[config.mk]
export PLATFORM = sky130hd
export DESIGN_NAME = cm0_pmu_cdc_hs_recv
export DESIGN_NICKNAME = d
export VERILOG_FILES = /design/src/rtl/cm0_pmu_cdc_hs_recv.sv
export SDC_FILE = /design/constraint.sdc
export NUM_CORES = 1
export LEC_CHECK = 0
export ABC_AREA = 1
export CAP_MARGIN = 25
export CORE_AREA = 8 8 47 49
export CTS_BUF_LIST = sky130_fd_sc_hd__clkbuf_4
export DETAILED_ROUTE_END_ITERATION = 16
export DIE_AREA = 0 0 55 57
export HOLD_SLACK_MARGIN = 0.12
export PLACE_DENSITY = 0.72
export SETUP_SLACK_MARGIN = 0.3
export SLEW_MARGIN = 20
export SYNTH_ARGS = -nofsm -noshare
export SYNTH_HDL_FRONTEND = slang
export SYNTH_SLANG_ARGS = --single-unit
export TNS_END_PERCENT = 100
[constraint.sdc]
create_clock -name REGCLK -period 2.9 [get_ports REGCLK]
set_clock_uncertainty 0.15 [all_clocks]
set_input_delay 0.58 -clock REGCLK [delete_from_list [all_inputs] [get_ports REGCLK]]
set_output_delay 0.58 -clock REGCLK [all_outputs]
set_load 0.01 [all_outputs]
[src/rtl/cm0_pmu_cdc_hs_recv.sv]
// Receive side of the PMU four-phase req/ack crossing: synchronises REQI, captures
// DATAI, offers it locally with a valid/accept handshake and returns ACKO from a flop.
//
// state | meaning
// IDLE  | no word held, waiting for the synchronised request
// HOLD  | word captured in DATAO, VALID high, waiting for ACCEPT
// ACK   | word consumed, ACKO high, waiting for the request to drop
module cm0_pmu_cdc_hs_recv #(
    parameter int DW          = 8,
    parameter int SYNC_STAGES = 2
) (
    input  logic          REGCLK,
    input  logic          REGRESETn,
    input  logic          REQI,
    input  logic [DW-1:0] DATAI,
    input  logic          ACCEPT,
    output logic          VALID,
    output logic [DW-1:0] DATAO,
    output logic          ACKO,
    output logic          PROTERR
);

    typedef enum logic [1:0] {
        IDLE = 2'd0,
        HOLD = 2'd1,
        ACK  = 2'd2
    } state_t;

    state_t                 state;
    state_t                 state_nxt;
    logic [SYNC_STAGES-1:0] sync_q;
    logic                   reqs;
    logic                   capture;
    logic                   proto_err;

    assign reqs = sync_q[SYNC_STAGES-1];

    always_ff @(posedge REGCLK or negedge REGRESETn) begin
        if (!REGRESETn) begin
            sync_q <= '0;
        end else begin
            sync_q <= {sync_q[SYNC_STAGES-2:0], REQI};
        end
    end

    always_comb begin
        state_nxt = state;
        capture   = 1'b0;
        proto_err = 1'b0;
        case (state)
            IDLE: begin
                if (reqs) begin
                    capture   = 1'b1;
                    state_nxt = HOLD;
                end
            end
            HOLD: begin
                // a request withdrawn before consumption wins over a same-edge accept
                if (!reqs) begin
                    proto_err = 1'b1;
                    state_nxt = IDLE;
                end else if (ACCEPT) begin
                    state_nxt = ACK;
                end
            end
            ACK: begin
                if (!reqs) begin
                    state_nxt = IDLE;
                end
            end
            default: state_nxt = IDLE;
        endcase
    end

    // VALID and ACKO are dedicated flops so the sender sees a glitch-free ACK
    always_ff @(posedge REGCLK or negedge REGRESETn) begin
        if (!REGRESETn) begin
            state   <= IDLE;
            VALID   <= 1'b0;
            ACKO    <= 1'b0;
            PROTERR <= 1'b0;
            DATAO   <= '0;
        end else begin
            state <= state_nxt;
            VALID <= (state_nxt == HOLD);
            ACKO  <= (state_nxt == ACK);
            if (proto_err) begin
                PROTERR <= 1'b1;
            end
            if (capture) begin
                DATAO <= DATAI;
            end
        end
    end

    accept_known : assert property (@(posedge REGCLK) disable iff (!REGRESETn)
        VALID |-> !$isunknown(ACCEPT));

endmodule
==> impl_metrics.json <==
{
  "status": "complete, no violations",
  "syn_area_per_cell_um2": 10.8,
  "ys_warn_count": 0,
  "drive_gt1_share_pct": 9.09,
  "worst_r2r_endpoint": "DATAO[5]$_DFFE_PN0P_",
  "synthXorXnorAreaFrac_pct": 0,
  "chipHeight_um": 57,
  "p_leak_nw": 0.385,
  "final_core_util_pct": 52.1,
  "grt_max_degree": 16,
  "slowest_delay_ns": 0.54,
  "clkTransAtPathRegs_ns": 0.08,
  "tightest_slew_ns": 0.644,
  "worstSkewPairLatency_ns": 0.27,
  "holdPathEnd": "sync_q[1]$_DFF_PN0_",
  "ys_ff_latch": 15,
  "clock_sinks": 15,
  "rsz0062_at_grt": "no",
  "die_w_um": 55,
  "n_antenna_cell": 0,
  "cts_setup_buffers": 0,
  "start_util_pct": 35.6,
  "synth-adder-area-share_pct": 0,
  "hpwlAfterDp_um": 937,
  "maxSlewViolCount": 0,
  "finalPower_mw": 0.510,
  "final_common_cell": "clkdlybuf4s50_1",
  "min_from": "sync_q[0]$_DFF_PN0_",
  "r2r_cells": 4,
  "crit_type": "flop to output pin",
  "critPathLaunchType": "flop",
  "grt_pass1_vias": 475,
  "vias": 446,
  "worstHoldPathType": "flop to flop",
  "syn_inst": 52,
  "period_share_pct": 65.7,
  "fin_nets": 90,
  "clock_path_buffers": 2,
  "path_delay_family": "buffers and inverters",
  "synthesis.nets": 64,
  "cp_max_fo": 2,
  "synth_top_family_by_area": "simple AND/OR/NAND/NOR gates",
  "finalSetupTns_ns": 0,
  "r2r_setup_slack_ns": 1.68,
  "firstDrtPassIters": 4,
  "place.gp.congestion": 0.610,
  "timing.fmax_ghz": 0.525,
  "drc": 0,
  "hold_viol_final": 0,
  "grt_use_total_pct": 8.45,
  "power_density_nw_per_um2": 620,
  "clockRootBuffer": "clkbuf_4",
  "port_buffers": 22,
  "antenna_left": 0,
  "io-pin-count": 23,
  "hold_ws_ns": 0.210,
  "worst_ep_arrival_time_ns": 1.17,
  "cts_hold_buf": 0,
  "dieArea_um2": 3140,
  "areaGrowthSynthToFinish_pct": 46.3,
  "antenna_found_initial": 0,
  "setup_viol": 0,
  "drtIter0Drc": 1,
  "yosys.area_share.simple_pct": 24.5,
  "grt_pass1_wl_mm": 2.01,
  "endpoint_kind": "output pin",
  "cts_tree": "built",
  "worst_path_max_delay_cell": "clkdlybuf4s50_1",
  "path_buf_inv": 1,
  "core_um2": 1580,
  "htreeDepth": 1,
  "seq_area_frac_synth_pct": 66.8,
  "routed_wl_mm": 1.19,
  "cts_buffers": 3,
  "nFillCells": 161,
  "synth_compound_area_share_pct": 6.01,
  "ys_types": 12,
  "crit_required_ns": 2.17,
  "hold_depth": 0,
  "gr-total-overflow": 0,
  "post_cts_resized": 0,
  "layout_common_cells": "clkdlybuf4s50_1 (22), nand2_1 (18), dfrtp_1 (15)",
  "rows": 15,
  "post_drt_wl_per_cell_um": 12.6,
  "ir_worst_vdd_mv": 0.357,
  "muxShareOfSynthArea_pct": 0,
  "finalCriticalPeriod_ns": 1.90,
  "r2r-start": "state[0]$_DFF_PN0_",
  "cp_cell_sequence": "clkdlybuf4s50_1",
  "netlist_area_um2": 562,
  "maxCapViolations": 0,
  "vias_per_cell": 4.74,
  "relSlewSlack_pct": 56.9
}
how the worst max path moves through the flow:
| stage | end | from | cells past startpoint | slack (ns) |
|---|---|---|---|---|
| after floorplan | DATAO[0] | DATAO[0]$_DFFE_PN0P_ | 0 | 1.79 |
| after global placement | DATAO[6] | DATAO[6]$_DFFE_PN0P_ | 1 | 1.30 |
| after detailed placement | DATAO[4]$_DFFE_PN0P_ | REGRESETn | 1 | 1.26 |
| after CTS | DATAO[3] | DATAO[3]$_DFFE_PN0P_ | 1 | 0.99 |
| after global routing | DATAO[2] | DATAO[2]$_DFFE_PN0P_ | 1 | 0.95 |
| final | DATAO[3] | DATAO[3]$_DFFE_PN0P_ | 1 | 1.0 |
metal layers:
metal / track usage, % / share of wire [%] / vias up
li1: - / - / 217
met1: 10.4 / 44 / 209
met2: 12.5 / 48 / 18
met3: 2.60 / 8.2 / 2
met4: 4.81 / 0.50 / 0
met5: 0 / 0 / -
layout make-up:
class	count	area (µm²)	share of cell area (%)
clock buffers	4	30.0	3.65
inverters	1	3.75	0.457
multi-input cells	35	171	20.9
flip-flops and latches	15	375	45.7
well taps	17	21.3	2.59
repair buffers	22	220	26.8
sequential cells by signal, summed over array words and instances, names as in the netlist:
name     cells
VALID        1
state        2
ACKO         1
DATAO        8
PROTERR      1
sync_q       2
where the power goes:
| group | switching (mW) | internal [mW] |
|---|---|---|
| Clock | 0.0588 | 0.0626 |
| Sequential | 0.0208 | 0.239 |
| Combinational | 0.0553 | 0.0732 |
| Total | 0.135 | 0.375 |
per-stage QoR:
stage / cell area, µm² / instances / setup WS (ns)
after floorplan: 562 / 52 / 1.79
after global placement: 792 / 90 / 1.30
after detailed placement: 792 / 90 / 1.26
after CTS: 822 / 94 / 0.986
after global routing: 822 / 94 / 0.954
final: 822 / 94 / 0.995
cell usage after synthesis:
| library cell | instances | area, µm² |
|---|---|---|
| nand2_1 | 18 | 67.6 |
| dfrtp_1 | 15 | 375 |
| nand3_1 | 8 | 40.0 |
| a21oi_1 | 2 | 10.0 |
| nor2_1 | 2 | 7.51 |
| a21boi_2 | 1 | 11.3 |
| buf_6 | 1 | 11.3 |
| inv_1 | 1 | 3.75 |
| nand2_4 | 1 | 11.3 |
| nor2_4 | 1 | 11.3 |
| o21ai_0 | 1 | 5.00 |
| o21bai_1 | 1 | 7.51 |
logic make-up after synthesis:
group	after synthesis
and+or+nand+nor	30
DFF	15
AOI/OAI and AO/OA	5
buffers and inverters	2
(Power assumes the default switching activity.)
